===== src/rtl/recip_div_pkg.sv =====
// Shared types and constants for the reciprocal-LUT divide scheduler.
// Configuration macro: RECIP_DIV_INTERP_EN (consumed by recip_div_sched).
package recip_div_pkg;

  typedef enum logic [2:0] {
    IDLE   = 3'd0,
    LOOKUP = 3'd1,
    INTERP = 3'd2,
    MULT   = 3'd3,
    RESP   = 3'd4
  } state_t;

  localparam int          QSHIFT_DEF  = 15;
  localparam logic [15:0] SAT_MAX     = 16'hFFFF;
  // Divisors below this have no LUT entry (only the upper byte indexes it).
  localparam logic [15:0] MIN_LUT_DIV = 16'd256;

endpackage


===== src/rtl/recip_div_sched_if.sv =====
// Request/response bundle between the DSP requesters/consumer and recip_div_sched.
interface recip_div_sched_if #(
  parameter int NUM_REQ = 4
);
  localparam int IW = $clog2(NUM_REQ);

  logic [NUM_REQ-1:0]    req_valid;
  logic [NUM_REQ-1:0]    req_ready;
  logic [16*NUM_REQ-1:0] req_dividend;
  logic [16*NUM_REQ-1:0] req_divisor;
  logic                  rsp_valid;
  logic                  rsp_ready;
  logic [IW-1:0]         rsp_id;
  logic [15:0]           rsp_quotient;
  logic                  rsp_dbz;
  logic                  rsp_range_err;

  modport master (
    output req_valid, req_dividend, req_divisor, rsp_ready,
    input  req_ready, rsp_valid, rsp_id, rsp_quotient, rsp_dbz, rsp_range_err
  );

  modport slave (
    input  req_valid, req_dividend, req_divisor, rsp_ready,
    output req_ready, rsp_valid, rsp_id, rsp_quotient, rsp_dbz, rsp_range_err
  );

endinterface


===== src/rtl/recip_div_sched_arbiter.sv =====
// Round-robin arbiter: grants the first valid requester at or after the pointer,
// and moves the pointer past the winner only when the grant is accepted.
module rr_arbiter #(
  parameter int NUM_REQ = 4,
  localparam int IW = $clog2(NUM_REQ)
) (
  input  logic               clk,
  input  logic               rst_n,
  input  logic [NUM_REQ-1:0] req,
  input  logic               accept,
  output logic [NUM_REQ-1:0] grant,
  output logic [IW-1:0]      grant_idx,
  output logic               any_req
);

  logic [IW-1:0] ptr;
  logic [IW-1:0] idx;

  always_comb begin
    grant     = '0;
    grant_idx = ptr;
    any_req   = 1'b0;
    idx       = ptr;
    for (int i = 0; i < NUM_REQ; i++) begin
      idx = IW'((int'(ptr) + i) % NUM_REQ);
      if (!any_req && req[idx]) begin
        any_req    = 1'b1;
        grant_idx  = idx;
        grant[idx] = 1'b1;
      end
    end
  end

  // Wrap explicitly so non-power-of-two NUM_REQ never points at a missing requester.
  always_ff @(posedge clk or negedge rst_n) begin
    if (!rst_n) begin
      ptr <= '0;
    end else if (accept) begin
      ptr <= (grant_idx == IW'(NUM_REQ - 1)) ? '0 : grant_idx + 1'b1;
    end
  end

endmodule


===== src/rtl/recip_div_sched.sv =====
// Shares one reciprocal-LUT divide datapath among NUM_REQ requesters (round-robin).
// Define RECIP_DIV_INTERP_EN to interpolate between adjacent LUT entries.
module recip_div_sched
  import recip_div_pkg::*;
#(
  parameter int NUM_REQ = 4,
  parameter int QSHIFT  = QSHIFT_DEF,
  localparam int IW = $clog2(NUM_REQ)
) (
  input  logic               clk,
  input  logic               rst_n,
  recip_div_sched_if.slave   bus,
  output logic [15:0]        lut_divisor,
  input  logic [15:0]        lut_recip_base,
  input  logic [15:0]        lut_recip_next
);

  state_t state_q, state_d;

  logic [NUM_REQ-1:0] grant;
  logic [IW-1:0]      grant_idx;
  logic               any_req;
  logic               accept;
  logic [15:0]        sel_dividend;
  logic [15:0]        sel_divisor;
  logic [15:0]        dividend_q;
  logic [15:0]        base_q;
  logic [15:0]        recip_sel;
  logic [31:0]        mult_prod;
  logic [31:0]        mult_shift;
  logic [15:0]        quotient_d;

  rr_arbiter #(.NUM_REQ(NUM_REQ)) u_arb (
    .clk       (clk),
    .rst_n     (rst_n),
    .req       (bus.req_valid),
    .accept    (accept),
    .grant     (grant),
    .grant_idx (grant_idx),
    .any_req   (any_req)
  );

  assign accept        = (state_q == IDLE) && any_req;
  assign bus.req_ready = ((state_q == IDLE) && rst_n) ? grant : '0;
  assign bus.rsp_valid = (state_q == RESP);
  assign sel_dividend  = bus.req_dividend[16*grant_idx +: 16];
  assign sel_divisor   = bus.req_divisor[16*grant_idx +: 16];

`ifdef RECIP_DIV_INTERP_EN
  logic [15:0] next_q;
  logic [15:0] recip_q;
  logic [15:0] delta;
  logic [23:0] interp_prod;
  logic [15:0] interp_corr;

  // lut_divisor still holds the job's divisor, so its low byte is the fraction.
  assign delta       = base_q - next_q;
  assign interp_prod = {8'd0, delta} * {16'd0, lut_divisor[7:0]};
  assign interp_corr = 16'(interp_prod >> 8);
  assign recip_sel   = recip_q;

  always_ff @(posedge clk or negedge rst_n) begin
    if (!rst_n) begin
      next_q  <= '0;
      recip_q <= '0;
    end else begin
      if (state_q == LOOKUP) next_q  <= lut_recip_next;
      if (state_q == INTERP) recip_q <= base_q - interp_corr;
    end
  end
`else
  logic unused_next;
  assign unused_next = ^lut_recip_next;
  assign recip_sel   = base_q;
`endif

  assign mult_prod  = {16'd0, dividend_q} * {16'd0, recip_sel};
  assign mult_shift = mult_prod >> QSHIFT;
  assign quotient_d = (mult_shift > 32'(SAT_MAX)) ? SAT_MAX : mult_shift[15:0];

  always_ff @(posedge clk or negedge rst_n) begin
    if (!rst_n) state_q <= IDLE;
    else        state_q <= state_d;
  end

  always_comb begin
    state_d = state_q;
    unique case (state_q)
      IDLE:   if (accept) state_d = (sel_divisor < MIN_LUT_DIV) ? RESP : LOOKUP;
`ifdef RECIP_DIV_INTERP_EN
      LOOKUP: state_d = INTERP;
      INTERP: state_d = MULT;
`else
      LOOKUP: state_d = MULT;
`endif
      MULT:   state_d = RESP;
      RESP:   if (bus.rsp_ready) state_d = IDLE;
      default: state_d = IDLE;
    endcase
  end

  // The LUT address is loaded at accept so base/next have settled by the end of LOOKUP.
  always_ff @(posedge clk or negedge rst_n) begin
    if (!rst_n) begin
      lut_divisor       <= '0;
      dividend_q        <= '0;
      base_q            <= '0;
      bus.rsp_id        <= '0;
      bus.rsp_quotient  <= '0;
      bus.rsp_dbz       <= 1'b0;
      bus.rsp_range_err <= 1'b0;
    end else begin
      if (accept) begin
        lut_divisor       <= sel_divisor;
        dividend_q        <= sel_dividend;
        bus.rsp_id        <= grant_idx;
        bus.rsp_dbz       <= (sel_divisor == 16'd0);
        bus.rsp_range_err <= (sel_divisor != 16'd0) && (sel_divisor < MIN_LUT_DIV);
        if (sel_divisor < MIN_LUT_DIV) bus.rsp_quotient <= SAT_MAX;
      end
      if (state_q == LOOKUP) base_q           <= lut_recip_base;
      if (state_q == MULT)   bus.rsp_quotient <= quotient_d;
    end
  end

endmodule


===== src/flat_wrapper.sv =====
// flat-port wrapper written by rule: the top's interface ports become plain ports
module recip_div_sched_flat import recip_div_pkg::*;
#(
  parameter int NUM_REQ = 4,
  parameter int QSHIFT  = QSHIFT_DEF,
  localparam int IW = $clog2(NUM_REQ)
)
  (clk, rst_n, lut_divisor, lut_recip_base, lut_recip_next, bus_req_valid, bus_req_dividend, bus_req_divisor, bus_rsp_ready, bus_req_ready, bus_rsp_valid, bus_rsp_id, bus_rsp_quotient, bus_rsp_dbz, bus_rsp_range_err);
  recip_div_sched_if #(.NUM_REQ(NUM_REQ)) bus_i ();
  input  logic clk;
  input  logic rst_n;
  output logic [15:0] lut_divisor;
  input  logic [15:0] lut_recip_base;
  input  logic [15:0] lut_recip_next;
  input wire logic [$bits(bus_i.req_valid)-1:0] bus_req_valid;
  input wire logic [$bits(bus_i.req_dividend)-1:0] bus_req_dividend;
  input wire logic [$bits(bus_i.req_divisor)-1:0] bus_req_divisor;
  input wire logic [$bits(bus_i.rsp_ready)-1:0] bus_rsp_ready;
  output wire logic [$bits(bus_i.req_ready)-1:0] bus_req_ready;
  output wire logic [$bits(bus_i.rsp_valid)-1:0] bus_rsp_valid;
  output wire logic [$bits(bus_i.rsp_id)-1:0] bus_rsp_id;
  output wire logic [$bits(bus_i.rsp_quotient)-1:0] bus_rsp_quotient;
  output wire logic [$bits(bus_i.rsp_dbz)-1:0] bus_rsp_dbz;
  output wire logic [$bits(bus_i.rsp_range_err)-1:0] bus_rsp_range_err;
  assign bus_i.req_valid = bus_req_valid;
  assign bus_i.req_dividend = bus_req_dividend;
  assign bus_i.req_divisor = bus_req_divisor;
  assign bus_i.rsp_ready = bus_rsp_ready;
  assign bus_req_ready = bus_i.req_ready;
  assign bus_rsp_valid = bus_i.rsp_valid;
  assign bus_rsp_id = bus_i.rsp_id;
  assign bus_rsp_quotient = bus_i.rsp_quotient;
  assign bus_rsp_dbz = bus_i.rsp_dbz;
  assign bus_rsp_range_err = bus_i.rsp_range_err;
  recip_div_sched #(.NUM_REQ(NUM_REQ), .QSHIFT(QSHIFT)) u_core (.clk(clk), .rst_n(rst_n), .bus(bus_i), .lut_divisor(lut_divisor), .lut_recip_base(lut_recip_base), .lut_recip_next(lut_recip_next));
endmodule

===== config.mk =====
export PLATFORM = sky130hd
export DESIGN_NAME = recip_div_sched_flat
export DESIGN_NICKNAME = d
export VERILOG_FILES = /design/src/rtl/recip_div_pkg.sv /design/src/rtl/recip_div_sched_if.sv /design/src/rtl/recip_div_sched_arbiter.sv /design/src/rtl/recip_div_sched.sv /design/src/flat_wrapper.sv
export SDC_FILE = /design/constraint.sdc
export NUM_CORES = 1
export LEC_CHECK = 0
export ABC_AREA = 1
export CORE_MARGIN = 1
export CORE_UTILIZATION = 61
export DETAILED_ROUTE_END_ITERATION = 10
export HOLD_SLACK_MARGIN = 0.15
export PLACE_DENSITY = 0.94
export SLEW_MARGIN = 20
export SYNTH_ARGS = -nofsm -noshare
export SYNTH_HDL_FRONTEND = slang
export SYNTH_SLANG_ARGS = --single-unit

===== constraint.sdc =====
create_clock -name clk -period 14.4 [get_ports clk]
set_input_delay 2.88 -clock clk [delete_from_list [all_inputs] [get_ports clk]]
set_output_delay 2.88 -clock clk [all_outputs]
set_load 0.02 [all_outputs]

### Word-level counts from Yosys, hierarchy flattened

Cells that the tools add are included.

* flip-flop bits (word level): 73
* bits of input ports: 167
* logic and storage cells: 92
* output and inout port bits: 41

* reductions and logical operators: 20
* $lt $le $gt $ge: 10
* $add $sub $neg: 4
* equal/unequal tests: 6
* bitwise operators: 3
* $mul: 1
* muxes and demuxes: 37
* shift operators: 2

Operators by type and width (number)
* $shiftx 64x7->16: 2
* $mux 16: 4
* $mul 16x16->32: 1
* $mux 4: 5
* $gt 17x16->1 const B: 1
* $logic_not 16->1: 1
* $lt 16x9->1 const B: 1
* $reduce_bool 16->1: 1
* $lt 2x3->1 const B: 4
* $mux 1: 12
* $or 4x4->4: 3
* $pmux 3 s4: 1
* $logic_and 1x1->1: 10
* $mux 3: 3
* $bmux 1 s2: 4
* $demux 1 s2: 4
* $ge 2x1->1 const B: 4
* $mux 2: 4
* $add 2x1->2 const B: 2
* $add 2x2->2 const B: 2
* $reduce_and 2->1: 2
* $reduce_bool 2->1: 2
* $eq 3x1->1 const B: 1
* $eq 3x2->1 const B: 1
* other kinds (6): 8

### Depth between registers and ports, before layout

* depth in word-level cells: 17
* depth in mapped cells: 31
* depth with buffers taken out: 29

### Hierarchy

A second synthesis with hierarchy kept.

* cell total of the unflattened synthesis: 1968
* area total of the unflattened synthesis: 13629.3 µm²

By module, submodules not included
* recip_div_sched: times used 1, area an instance 13027.5 µm², cells an instance 1874
* rr_arbiter: times used 1, area an instance 601.8 µm², cells an instance 94

### Worst setup path before layout

Ideal clock, no wire load.

* path kind: in2out
* from: in bus_req_valid[3]
* to: out bus_req_ready[2]
* slack: 7.542 ns
* data arrival time: 3.978 ns
* data required time: 11.520 ns
* stages: 9
* cell sequence: nand2_1 nand3_2 nand2_4 nand2_4 nor2_4 inv_2 o21ai_0 a21oi_1 a21oi_1

* cells in the longest elaborated chain, start to end: 13
* elaborated cells on any way between the ends: 25
* classes of those cells: mux: 16; bitwise: 3; reduce/logical: 6

Ends and longest elaborated chain
* start: declaration: RTL line flat_wrapper.sv:15 `input wire logic [$bits(bus_i.req_valid)-1:0] bus_req_valid;`
* $bmux 1 s2: RTL line recip_div_sched_arbiter.sv:26 `if (!any_req && req[idx]) begin`
* $mux 1 (not written as such): RTL line recip_div_sched_arbiter.sv:26
* $mux 1: RTL line recip_div_sched_arbiter.sv:26
* $logic_not 1->1: RTL line recip_div_sched_arbiter.sv:26
* $logic_and 1x1->1: RTL line recip_div_sched_arbiter.sv:26
* $mux 1: RTL line recip_div_sched_arbiter.sv:26
* $logic_not 1->1: RTL line recip_div_sched_arbiter.sv:26
* $logic_and 1x1->1: RTL line recip_div_sched_arbiter.sv:26
* $mux 1: RTL line recip_div_sched_arbiter.sv:26
* $logic_not 1->1: RTL line recip_div_sched_arbiter.sv:26
* $logic_and 1x1->1: RTL line recip_div_sched_arbiter.sv:26
* $mux 4 (*): RTL line recip_div_sched_arbiter.sv:26
* $mux 4 (*): RTL line recip_div_sched.sv:44 `assign bus.req_ready = ((state_q == IDLE) && rst_n) ? grant : '0;`
* end: declaration: RTL line flat_wrapper.sv:19 `output wire logic [$bits(bus_i.req_ready)-1:0] bus_req_ready;`

Every way passes the cells marked *; elsewhere a longest branch is shown, timed or not. The select of a mux whose other input is x is not followed.

### Final worst setup path

Ends and elaborated chain as after synthesis.

==> impl_metrics.json <==
{
  "ys_seq_area_frac": 0.136,
  "initial_core_util": 0.632,
  "wire_per_inst_microns": 17.0,
  "ff2ff_setup_slack_ns": 7.25,
  "rr_startpoint": "u_core.dividend_q[6]$_DFFE_PN0P_",
  "start_kind": "input port",
  "tns_ns": 0,
  "area.sequential_sq_mm": 0.00183,
  "crit_arrival_ns": 5.11,
  "clk_pin_slew_worst_paths_ns": 0.07,
  "clock_tree.root_cell": "clkbuf_16",
  "grt_overflow": 0,
  "fin_crit_ns": 7.99,
  "synth.distinct_cells": 50,
  "vias": 12358,
  "cts_made_buffers": 9,
  "worst_slack_ns": 6.41,
  "drt_iter0_markers": 1037,
  "multi_input_area_sq_mm": 0.00960,
  "postRouteAntennaNets": 0,
  "drt-vias-per-instance": 5.60,
  "antenna_found_initial": 0,
  "cts_setup_buffers": 0,
  "area_growth_pct": 16.1,
  "final_common_cell": "nand2_1",
  "pre_cts_slack_ns": 6.46,
  "end_kind": "primary output",
  "die_w_microns": 150,
  "nets": 2393,
  "cts.sink_count": 73,
  "hold_viol": 0,
  "rsz0062_at_grt": "no",
  "hp-start": "u_core.bus.rsp_id[0]$_DFFE_PN0P_",
  "ios": 208,
  "die_h_microns": 150,
  "fin_area_sq_mm": 0.0156,
  "cp.required_ns": 11.52,
  "n_fill_cell": 1502,
  "cts_buffer_depth": 2,
  "skew_ns": 0.0149,
  "synth_area_per_cell_sq_um": 7.41,
  "gp_routability_congestion": 0.890,
  "final-setup-viol-count": 0,
  "critPathMaxFanout": 10,
  "numPortBuffers": 191,
  "cap_violations": 0,
  "grt_pass1_wl_microns": 63100,
  "num_antenna_cells": 0,
  "clk-insertion-delay-late_ns": 0.35,
  "hpwl_microns": 29900,
  "rows": 53,
  "ctsResizeCount": 0,
  "status": "completed",
  "drcViolationCount": 0,
  "hp-class": "reg2reg",
  "routed_wl_microns": 37500,
  "hold_depth": 2,
  "worst_pin_slew_ns": 0.991,
  "max_freq_mhz": 125,
  "dieArea_sq_mm": 0.0226,
  "dpl-instance-area_sq_mm": 0.0153,
  "slew_headroom": 0.339,
  "syn_area_sq_mm": 0.0134,
  "ctsHoldBuffers": 0,
  "cts.htree.levels": 3,
  "grt_usage": 0.358,
  "dr.pass1.iters": 5,
  "final_max_slew_viol_count": 0,
  "final_cell_mix": "518 x nand2_1, 404 x inv_1, 193 x fa_1",
  "synth_seq_cells": 73,
  "grt_max_degree": 74,
  "ys.warnings.count": 0,
  "cts_tree": "built",
  "synth_nets": 2283,
  "criticalPathCategory": "in2out",
  "grt_pass1_vias": 13329,
  "period_share": 0.555,
  "reg2reg_depth": 24,
  "syn_inst": 1815,
  "drive_gt1_frac": 0.0425,
  "startpoint": "bus_req_valid[3]",
  "core_sq_mm": 0.0213
}
[synth_stat cells (all sizes together)]
cell	count	share of area
fa	193	0.29
o21ai	57	0.021
clkinv	2	0.00056
o211a	1	0.00074
ha	108	0.10
o311ai	5	0.0033
o221ai	4	0.0026
a21o	4	0.0022
inv	411	0.12
o21a	2	0.0011
nor2	98	0.031
a21oi	42	0.016
nand4	8	0.0048
o2111ai	5	0.0033
nand2	535	0.16
a22oi	2	0.0011
a21boi	2	0.0011
xnor2	10	0.0065
xor2	7	0.0046
nor3	7	0.0026
nor4b	1	0.00065
o211ai	8	0.0060
nor4	3	0.0014
o31ai	1	0.00056
a31oi	16	0.0074
o22ai	1	0.00047
buf	23	0.014
clkbuf	75	0.021
or2	5	0.0023
dfrtp	73	0.14
nand3	101	0.045
mux2i	4	0.0030
o21bai	1	0.00056
[registers in the layout, indices dropped and copies added (netlist names)]
signal,cells
u_core.bus.rsp_range_err,1
u_core.bus.rsp_id,2
u_core.state_q,3
u_core.base_q,16
u_core.u_arb.ptr,2
u_core.dividend_q,16
u_core.lut_divisor,16
u_core.bus.rsp_dbz,1
u_core.bus.rsp_quotient,16
[area by class of cell]
type,count,share of cell area
Timing Repair Buffer,197,0.125
Clock inverter,6,0.00625
Clock buffer,10,0.0153
Inverter,413,0.0998
Sequential cell,73,0.117
Tap cell,275,0.0220
Multi-Input combinational cell,1231,0.615
[logic make-up (layout without fill, tap and decap cells)]
logic type	after synthesis	count (layout)	share of synthesized area
xor gates and xnor gates	17	17	0.0111
and+or+nand+nor	758	758	0.244
AOI/OAI and AO/OA	151	151	0.0681
muxes	4	4	0.00298
buffers and inverters	511	626	0.151
DFF	73	73	0.136
adders and majority gates	301	301	0.388
[final timing paths]
kind / endpoint
worst max-delay path: bus_req_ready[2]
worst min-delay path: u_core.bus.rsp_id[0]$_DFFE_PN0P_
worst max register to register: u_core.bus.rsp_quotient[14]$_DFFE_PN0P_
worst min register to register: u_core.bus.rsp_id[0]$_DFFE_PN0P_
max in group asynchronous: u_core.state_q[2]$_DFFE_PN0P_
min in group asynchronous: u_core.dividend_q[15]$_DFFE_PN0P_
[routing by layer]
metal  track usage  vias to the layer above  share of wire  wire length, microns
met3        0.0736                      159          0.091                  3430
met4         0.180                        0          0.050                  1880
met2         0.609                      665           0.49                 18300
met5             0                        -              0                     0
met1         0.431                     5906           0.37                 13900
li1              -                     5628              -                     -
[critical path, cell delays in order]
cell,delay [ns]
clkdlybuf4s50_1,0.46
nand2_1,0.14
nand3_2,0.11
nand2_4,0.17
nand2_4,0.10
nor2_4,0.15
inv_2,0.05
o21ai_0,0.13
a21oi_1,0.07
a21oi_1,0.14
clkdlybuf4s50_1,0.69
[through the flow]
stage | hold slack [ns] | util | instances
floorplan | 0.579 | - | 1815
global placement | 0.458 | 0.718 | 2189
detailed placement | 0.464 | 0.718 | 2189
CTS | 0.481 | 0.734 | 2205
global route | 0.520 | 0.734 | 2205
finish | 0.480 | 0.734 | 2205
Power is left out: the tool's default activity adds up to more than one toggle a clock period on the data nets, which glitch-free logic cannot reach.
==> patch: new RTL, same flow settings <==
`NUM_REQ` is set to 4 in 4 places; all go to 8.
--- a/src/rtl/recip_div_sched_if.sv
+++ b/src/rtl/recip_div_sched_if.sv
@@ -1,5 +1,5 @@
 // Request/response bundle between the DSP requesters/consumer and recip_div_sched.
 interface recip_div_sched_if #(
-  parameter int NUM_REQ = 4
+  parameter int NUM_REQ = 8
 );
   localparam int IW = $clog2(NUM_REQ);
--- a/src/rtl/recip_div_sched_arbiter.sv
+++ b/src/rtl/recip_div_sched_arbiter.sv
@@ -2,5 +2,5 @@
 // and moves the pointer past the winner only when the grant is accepted.
 module rr_arbiter #(
-  parameter int NUM_REQ = 4,
+  parameter int NUM_REQ = 8,
   localparam int IW = $clog2(NUM_REQ)
 ) (
--- a/src/rtl/recip_div_sched.sv
+++ b/src/rtl/recip_div_sched.sv
@@ -4,5 +4,5 @@
   import recip_div_pkg::*;
 #(
-  parameter int NUM_REQ = 4,
+  parameter int NUM_REQ = 8,
   parameter int QSHIFT  = QSHIFT_DEF,
   localparam int IW = $clog2(NUM_REQ)
--- a/src/flat_wrapper.sv
+++ b/src/flat_wrapper.sv
@@ -2,5 +2,5 @@
 module recip_div_sched_flat import recip_div_pkg::*;
 #(
-  parameter int NUM_REQ = 4,
+  parameter int NUM_REQ = 8,
   parameter int QSHIFT  = QSHIFT_DEF,
   localparam int IW = $clog2(NUM_REQ)
Interface: changed (5 resized); port bits go from 208 to 345. The function was not compared with the original's and may differ.
==> patch against the unedited design <==
Register-to-register slack improved by 0.05 ns; sequential cell count rose by 2; critical path type unchanged; final cell count rose by 28%; clock skew fell by 0.0047 ns; first-iteration DRC count rose by 67%; sequential share of layout area fell by 1.8 points; worst setup slack got worse by 1.0 ns; highest routed layer unchanged; wire length rose by 42%; fmax fell by 12%; synthesized area rose by 15%; synthesized cell count rose by 26%; final area rose by 21%; worst hold slack improved by 0.032 ns.
Power is left out: the tool's default activity adds up to more than one toggle a clock period on the data nets, which glitch-free logic cannot reach.
==> patch: results (changes against the unedited design) <==
.. list-table::
   :header-rows: 1

   * - Metric
     - Value
   * - Overall fraction of global-route tracks in use
     - 0.4226 (was 0.3583)
   * - Port bufs
     - 328 (was 191)
   * - Initial antenna violation count
     - 1 (was 0)
   * - HPWL after detailed placement
     - 41,980 um (was 29,930 um)
   * - Global Route met3 Usage
     - 0.07670 (was 0.07364)
   * - Met1 Track Usage GR
     - 0.5289 (was 0.4307)
   * - Pin count of the biggest net entering global routing
     - 96 (was 74)
   * - Met2 Resource Use GR
     - 0.7020 (was 0.6090)
   * - Distinct cell type count after synthesis
     - 48 (was 50)
   * - Post-synth net total
     - 2,885 (was 2,283)
   * - Share of layout cells above drive strength 1
     - 0.03476 (was 0.04249)
   * - Pre-antenna DRT Iters
     - 6 (was 5)
   * - First-pass GRT wire length
     - 84,880 um (was 63,100 um)
   * - Run status
     - finished, final reports clean (unchanged)
   * - Detailed-route wire length
     - 53,300 um (was 37,510 um)
   * - Met1 wire length
     - 19,730 um (was 13,900 um)
   * - Final estimated routing congestion in global placement
     - 0.9779 (was 0.8902)
   * - Synth top area cells
     - sky130_fd_sc_hd__fa_1 25%, sky130_fd_sc_hd__nand2_1 20%, sky130_fd_sc_hd__dfrtp_1 12% (was sky130_fd_sc_hd__fa_1 29%, sky130_fd_sc_hd__nand2_1 14%, sky130_fd_sc_hd__dfrtp_1 14%)
   * - Arr. time, crit path
     - 6.15 ns (was 5.11 ns)
   * - Post-synthesis sequential area ratio
     - 0.1219 (was 0.1358)
   * - Met3 WL
     - 5266 um (was 3429 um)
   * - Fin Clk Skew
     - 0.01021 ns (was 0.01494 ns)
   * - Slew margin rel.
     - 0.2922 (was 0.3394)
   * - Starting DRC count in detailed routing
     - 1,731 (was 1,037)
   * - Net total in the final layout
     - 3,099 (was 2,393)
==> patch: changes by cell type after synthesis, sizes merged, moves of 12 or more <==
cell and change:
o21ai -26, buf +26, a31oi +26, nand2 +280, nand3 +157, nor2 -12, clkbuf +16, nor3 +12
==> patch: metrics by stage <==
| stage | std cells | util | instance area (um2) | hold slack, ns |
|---|---|---|---|---|
| 3_5_place_dp | 2811 | 0.7574 | 18580 | 0.4696 |
| 5_1_grt | 2828 | 0.7691 | 18870 | 0.5189 |
| 3_3_place_gp | 2811 | 0.7574 | 18580 | 0.4658 |
| 4_1_cts | 2827 | 0.7690 | 18870 | 0.5026 |
| 6_report | 2828 | 0.7691 | 18870 | 0.5124 |
| 2_1_floorplan | 2284 | - | 15400 | 0.5636 |
==> patch: layout make-up <==
| type | count | area, um2 |
|---|---|---|
| Clock inverter | 7 | 57.56 |
| Sequential cell | 75 | 1877 |
| Inverter | 407 | 1530 |
| Antenna cell | 1 | 2.502 |
| Timing Repair Buffer | 343 | 3393 |
| Clock buffer | 9 | 225.2 |
| Multi-Input combinational cell | 1662 | 11380 |
| Fill cell | 1815 | 5665 |
| Tap cell | 324 | 405.4 |
==> patch: critical path: stages <==
cell                              delay, ns
sky130_fd_sc_hd__clkdlybuf4s50_1       0.49
sky130_fd_sc_hd__nand2_1               0.07
sky130_fd_sc_hd__nand3_1               0.12
sky130_fd_sc_hd__nand2_1               0.08
sky130_fd_sc_hd__nand2_1               0.07
sky130_fd_sc_hd__nand2_1               0.27
sky130_fd_sc_hd__nand2_1               0.21
sky130_fd_sc_hd__nor2_2                0.08
sky130_fd_sc_hd__nand3_1               0.29
sky130_fd_sc_hd__nor2_1                0.08
sky130_fd_sc_hd__a2111oi_0             0.45
sky130_fd_sc_hd__o221ai_1              0.33
sky130_fd_sc_hd__nand2_1               0.13
sky130_fd_sc_hd__inv_1                 0.04
sky130_fd_sc_hd__clkdlybuf4s50_1       0.55
==> patch: cell families after synthesis <==
group / after synthesis / synth area share
xor+xnor: 18 / 0.01024
simple gates: 1199 / 0.3294
compound gates: 143 / 0.05793
fa+ha+maj: 302 / 0.3395
flops: 75 / 0.1219
buf+inv: 547 / 0.1411
==> patch: path summary, 6_finish.rpt <==
kind	startpoint	to	slack (ns)	depth (start not counted)
setup / recovery	bus_req_valid[7]	bus_req_ready[7]	5.37	15
hold / removal	u_core.bus.rsp_id[0]	u_core.bus.rsp_id[0]	0.51	2
setup reg to reg	u_core.dividend_q[9]	u_core.bus.rsp_quotient[8]	7.30	22
hold reg to reg	u_core.bus.rsp_id[0]	u_core.bus.rsp_id[0]	0.51	2
max in group asynchronous	rst_n	u_core.bus.rsp_quotient[2]	10.94	2
min in group asynchronous	rst_n	u_core.base_q[12]	2.47	1
